`src/rtl/if_stage.sv`:
```
// Instruction-fetch stage: owns the PC, fetches over req/gnt/rvalid and holds one
// instruction for execute. A taken branch redirects fetch and drops wrong-path data.
module if_stage #(
  parameter logic [31:0] RESET_PC = 32'h0000_0000
) (
  input  logic        clk,
  input  logic        rst_n,
  input  logic        branch_taken_i,
  input  logic [31:0] pc_branch_i,
  output logic        imem_req_o,
  output logic [31:0] imem_addr_o,
  input  logic        imem_gnt_i,
  input  logic        imem_rvalid_i,
  input  logic [31:0] imem_rdata_i,
  output logic        if_valid_o,
  input  logic        if_ready_i,
  output logic [31:0] if_instr_o,
  output logic [31:0] if_pc_o
);

  typedef enum logic {S_REQ, S_WAIT} state_e;

  state_e      state_q, state_d;
  logic [31:0] pc_q, pc_d;
  logic [31:0] req_addr_q, req_addr_d;
  logic        drop_q, drop_d;
  logic        buf_valid_q, buf_valid_d;
  logic [31:0] buf_instr_q, buf_instr_d;
  logic [31:0] buf_pc_q, buf_pc_d;

  logic [31:0] br_target;
  logic        gnt_now;
  logic        rsp_now;

  assign br_target = {pc_branch_i[31:2], 2'b00};

  // Request is gated by if_ready_i so a draining buffer can be refilled back to back.
  assign imem_req_o  = rst_n && (state_q == S_REQ) && (!buf_valid_q || if_ready_i);
  assign imem_addr_o = req_addr_q;
  assign if_valid_o  = buf_valid_q;
  assign if_instr_o  = buf_instr_q;
  assign if_pc_o     = buf_pc_q;

  assign gnt_now = imem_req_o && imem_gnt_i;
  assign rsp_now = (state_q == S_WAIT) && imem_rvalid_i;

  always_comb begin
    state_d     = state_q;
    pc_d        = pc_q;
    req_addr_d  = req_addr_q;
    drop_d      = drop_q;
    buf_valid_d = buf_valid_q;
    buf_instr_d = buf_instr_q;
    buf_pc_d    = buf_pc_q;

    if (buf_valid_q && if_ready_i) buf_valid_d = 1'b0;

    case (state_q)
      S_REQ: begin
        if (gnt_now) state_d = S_WAIT;
      end
      S_WAIT: begin
        if (imem_rvalid_i) begin
          state_d = S_REQ;
          drop_d  = 1'b0;
          if (!drop_q) begin
            buf_valid_d = 1'b1;
            buf_instr_d = imem_rdata_i;
            buf_pc_d    = req_addr_q;
            pc_d        = req_addr_q + 32'd4;
            req_addr_d  = req_addr_q + 32'd4;
          end else begin
            // pc_q carries the redirect target while a stale fetch was in flight
            req_addr_d = pc_q;
          end
        end
      end
      default: state_d = S_REQ;
    endcase

    if (branch_taken_i) begin
      pc_d        = br_target;
      buf_valid_d = 1'b0;
      if (imem_req_o && !imem_gnt_i) begin
        // A presented request must stay stable until granted; its data is dropped later.
        drop_d = 1'b1;
      end else begin
        req_addr_d = br_target;
      end
      if (gnt_now) drop_d = 1'b1;
      if ((state_q == S_WAIT) && !imem_rvalid_i) drop_d = 1'b1;
      if (rsp_now) drop_d = 1'b0;
    end
  end

  always_ff @(posedge clk) begin
    if (!rst_n) begin
      state_q     <= S_REQ;
      pc_q        <= RESET_PC;
      req_addr_q  <= RESET_PC;
      drop_q      <= 1'b0;
      buf_valid_q <= 1'b0;
      buf_instr_q <= 32'h0;
      buf_pc_q    <= 32'h0;
    end else begin
      state_q     <= state_d;
      pc_q        <= pc_d;
      req_addr_q  <= req_addr_d;
      drop_q      <= drop_d;
      buf_valid_q <= buf_valid_d;
      buf_instr_q <= buf_instr_d;
      buf_pc_q    <= buf_pc_d;
    end
  end

endmodule

```
`config.mk`:
```
export PLATFORM = sky130hd
export DESIGN_NAME = if_stage
export DESIGN_NICKNAME = d
export VERILOG_FILES = /design/src/rtl/if_stage.sv
export SDC_FILE = /design/constraint.sdc
export NUM_CORES = 1
export LEC_CHECK = 0
export BUFFER_PORTS_ARGS = -buffer_cell sky130_fd_sc_hd__buf_2
export CAP_MARGIN = 20
export CORE_UTILIZATION = 35
export CTS_CLUSTER_SIZE = 40
export DETAILED_ROUTE_END_ITERATION = 8
export PLACE_DENSITY = 0.57
export SYNTH_ARGS = -nofsm -noshare
export SYNTH_HDL_FRONTEND = slang
export SYNTH_SLANG_ARGS = --single-unit
export TNS_END_PERCENT = 5
```
`constraint.sdc`:
```
create_clock -name clk -period 4 [get_ports clk]
set_input_delay 0.2 -clock clk [delete_from_list [all_inputs] [get_ports clk]]
set_output_delay 0.2 -clock clk [all_outputs]
set_load 0.005 [all_outputs]
```
[Word level (Yosys, flattened, before mapping)]
Cells that the tools add are included.
Word-level totals
  flip-flop bits (word level): 131
  bits in latches: 0
  RAM bits: 0
  ROM bits: 0
  memories: 0
Cells by class
  add/subtract/negate cells: 1
  multiply operators: 0
  div/mod/pow operators: 0
  magnitude comparators: 0
  eq/ne operators: 0
  shifts and indexed selects: 0
  multiplexer cells: 22
  bitwise gates (word level): 3
  reduce and logical (&&, ||, !) cells: 17
Operators with widths (count)
  2-to-1 mux 32 bit: 8
  adder 32 x 3 -> 32 bit (second input constant): 1
  2-to-1 mux 1 bit: 13
  logical AND 1 bit: 7
  AND reduction 2 bit: 2
  nonzero test 2 bit: 2
  logical NOT 1 bit: 3
  NOT 1 bit: 3
  AND reduction 3 bit: 1
  one-hot mux 1 bit (2 select lines): 1
  OR reduction 2 bit: 1
  logical OR 1 bit: 1

[Logic depth before layout (Yosys ltp)]
  depth after elaboration: 9
  gate-level depth with buffers: 8
  gate-level depth less buffers: 6

[Worst setup path after synthesis]
No wires, ideal clock.
  path type: reg2reg
  from: register req_addr_q[2] (netlist: imem_addr_o[2])
  to: register pc_q[20]
  arrival time: 1.831 ns
  path slack: 2.099 ns
  cell stages (with the launch flop): 7
  cells stage by stage: dfxtp_1 > ha_1 > and4_1 > nand2_2 > or4_1 > a31o_2 > a21oi_1
Between the ends
  longest elaborated chain between the ends: 5
Ends and longest elaborated chain
  start, declared: RTL line 25  | logic [31:0] req_addr_q, req_addr_d;
  start signal, assigned: RTL line 108  | req_addr_q <= req_addr_d;
  adder 32 x 3 -> 32 bit: RTL line 70  | pc_d = req_addr_q + 32'd4;
  2-to-1 mux 32 bit: RTL line 66  | if (!drop_q) begin
  2-to-1 mux 32 bit: RTL line 63  | if (imem_rvalid_i) begin
  2-to-1 mux 32 bit: RTL line 58  | case (state_q)
  2-to-1 mux 32 bit: RTL line 81  | if (branch_taken_i) begin
  end signal, assigned: RTL line 107  | pc_q <= pc_d;
  end, declared: RTL line 24  | logic [31:0] pc_q, pc_d;
No other way between the ends. The select of a mux whose other input is x is not followed.
A chain may end at the register's enable or synchronous reset.

[Worst setup path in the final report]
  from: register drop_q
  to: register req_addr_q[28] (netlist: imem_addr_o[28])
Between the ends
  longest elaborated chain between the ends: 5
Ends and longest elaborated chain
  start, declared: RTL line 26  | logic drop_q, drop_d;
  start signal, assigned: RTL line 109  | drop_q <= drop_d;
  2-to-1 mux 32 bit *
  2-to-1 mux 32 bit *: RTL line 63
  2-to-1 mux 32 bit *: RTL line 58
  2-to-1 mux 32 bit: RTL line 84  | if (imem_req_o && !imem_gnt_i) begin
  2-to-1 mux 32 bit *: RTL line 81
Mark *: on every way between the ends. The rest lies on a longest branch, timed or not.

==> results.txt <==
status: completed
Async S/R FF share, synth: 0%
R2R cell count: 5
1st-pass router iterations: 5
switching portion of total power: 26.2%
commonest non-fill, non-tap cell in the layout: nand2_1
DRC viols: 0
synthesized flop and latch total: 131
sequential share of the synthesized area: 41.8%
Power Total: 3510 uW
Num CTS Buffers: 17
slack of the worst reg-to-reg path: 1.63 ns
most frequent cells in the layout: nand2_1 (177), buf_2 (165), dfxtp_1 (131), a21oi_1 (121), o21ai_0 (51)
f_max: 422 MHz
Clock Power Share: 47.4%
Max-cap violations: 0
Fin. Hold Viols: 0
final critical-path share of the clock period: 59.3%
first-pass GRT wire length: 33400 um
crit path kind: register to register
Total Wirelength: 21000 um
largest net degree at the start of global routing: 45
Starting DRT DRC Count: 420
GRT Residual Overflow: 0
Final Critical Period: 2.37 ns
worst-margin pin slew: 0.921 ns
via count of the first global-routing pass: 6170
power per cell area: 437 nW/um2
Hold WC Path Type: primary input to register
Worst Skew: 0.00905 ns
peak supply drop: 318 uV
PortBufs: 165
share of layout cells above drive strength 1: 23.7%
hold_sp: imem_rdata_i[19]
# fillers: 1826
synth warn: 0
Slew Viols, Final: 0
H-tree depth: 4
number of flops mapped to enable cells by yosys: 0
library cells used by synthesis: 68
Leak: 0.00322 uW
RSZ-0062 raised after global routing: no
row count: 48
worst skew pair latency: 0.43 ns
syn_area_per_cell: 7.72 um2
vias: 6439
logic gate share of total power: 11.1%
Initial Util: 36.0%
Finished Cell Area: 8050 um2
DIE AREA: 18500 um2
Core ar.: 17400 um2
Final nets: 1033
area delta synth->final: 28.3%
postcts setup bufs: 0
DP HPWL: 13800 um
Top Ports: 168
CTS root buf: clkbuf_16
CTS tree: yes
CTS Sinks: 131
FF-to-FF End: imem_addr_o[28]
Psw: 920 uW
DP Area: 7210 um2
Critical Path RT: 4.31 ns
hold worst-path end: if_instr_o[19]
Die Width: 136 um
antenna violations before repair: 1
CP Launch Type: register
r2r startpoint: drop_q
Die Y: 136 um
PostCTS Resize Cnt: 0
Synth Net Count: 883
sequential share of power: 41.6%
Via density: 5.37
Slew Limit Headroom: 38.4%
routability cong.: 0.825
area of the mapped netlist: 6270 um2
hold path depth: 3
DRT antenna net count: 0
CTS clk-pin slew, worst paths: 0.06 ns
WL/cell: 17.5 um
Max Root-Sink Buffers: 2
Post-synth top flop: dfxtp_1
CP endpoint kind: register
Final Setup Violations: 0
post-synthesis cell count: 812
setup TNS: 0 ns
n_diodes: 0
CP max FO: 20
Internal Power: 2590 uW
Worst EP arrival: 2.69 ns
GRT Total Usage: 23.4%
[state kept, by name (all words and copies together), names as in the netlist]
signal,flops
if_instr_o,32
if_pc_o,32
imem_addr_o,32
pc_q,32
drop_q,1
if_valid_o,1
state_q,1
[layer usage]
layer  up-vias  GRT usage [%]  share of wire [%]
li1       3183              -                  -
met1      3036           30.0                 45
met2       183           38.2                 47
met3        35           5.67                5.9
met4         2           7.90                2.0
met5         -              0              0.048
[worst max-delay path, stage by stage, from the launching register on]
cell	delay, ns
dfxtp_1	0.46
nand3b_1	0.79
buf_4	0.45
or2_2	0.28
mux2i_1	0.17
o21ai_0	0.11
[area by class of cell]
| cell class | count | area (um2) | share of cell area [%] |
|---|---|---|---|
| multi-input cells | 597 | 3310 | 41.1 |
| flip-flops and latches | 131 | 2620 | 32.6 |
| repair buffers | 204 | 1170 | 14.6 |
| clock buffers | 19 | 443 | 5.50 |
| well taps | 225 | 282 | 3.50 |
| clock inverters | 12 | 181 | 2.25 |
| inverters | 11 | 41.3 | 0.513 |
[per-stage QoR]
stage / std cells / worst slack [ns] / util [%] / hold slack [ns]
3_3_place_gp: 1147 / 1.59 / 41.4 / 0.428
5_1_grt: 1199 / 1.48 / 46.2 / 0.0108
3_5_place_dp: 1147 / 1.59 / 41.4 / 0.423
2_1_floorplan: 812 / 2.10 / - / 0.308
6_report: 1199 / 1.63 / 46.2 / 0.00378
4_1_cts: 1199 / 1.61 / 46.2 / 0.000822
[worst max-delay path by stage]
stage	start	end	slack, ns	cells past startpoint
2_1_floorplan	imem_addr_o[2]	pc_q[20]	2.10	6
3_3_place_gp	branch_taken_i	pc_q[31]	1.59	5
3_5_place_dp	branch_taken_i	pc_q[31]	1.59	5
4_1_cts	drop_q	imem_addr_o[28]	1.61	5
5_1_grt	drop_q	pc_q[28]	1.48	5
6_report	drop_q	imem_addr_o[28]	1.63	5
[what timing repair did]
item                                    in CTS  in global routing
hold buffers                                21                  0
endpoints found under the hold margin       22                  0
endpoints found under the setup margin       0                  0
[synth_stat cells (8+ instances only)]
cell type,number,area [um2]
inv_1,11,41.3
xor2_1,11,96.3
a31oi_1,8,50.1
o211ai_1,13,97.6
nor2_1,32,120
and3_1,16,100
o21ai_0,51,255
nand4_1,14,87.6
a21oi_1,121,606
nor3_1,10,50.1
clkbuf_1,44,165
mux2i_1,9,90.1
buf_2,22,110
dfxtp_1,131,2620
nand2_1,177,664
nand3_1,25,125
[power by group through the flow]
stage | combinational (uW) | sequential, uW | clock [uW]
floorplan | 248 | 1440 | 0
global placement | 371 | 1490 | 0
detailed placement | 373 | 1490 | 0
CTS | 390 | 1460 | 1690
global route | 433 | 1470 | 1750
finish | 389 | 1460 | 1660
[cell families after synthesis]
family	share of synthesized area (%)
AND/OR/NAND/NOR	24.4
adder cells (fa/ha/maj)	0.199
buffers and inverters	5.61
XOR/XNOR	2.51
AO/OA/AOI/OAI	24.1
flip-flops	41.8
multiplexers	1.44
(Power assumes the default switching activity.)
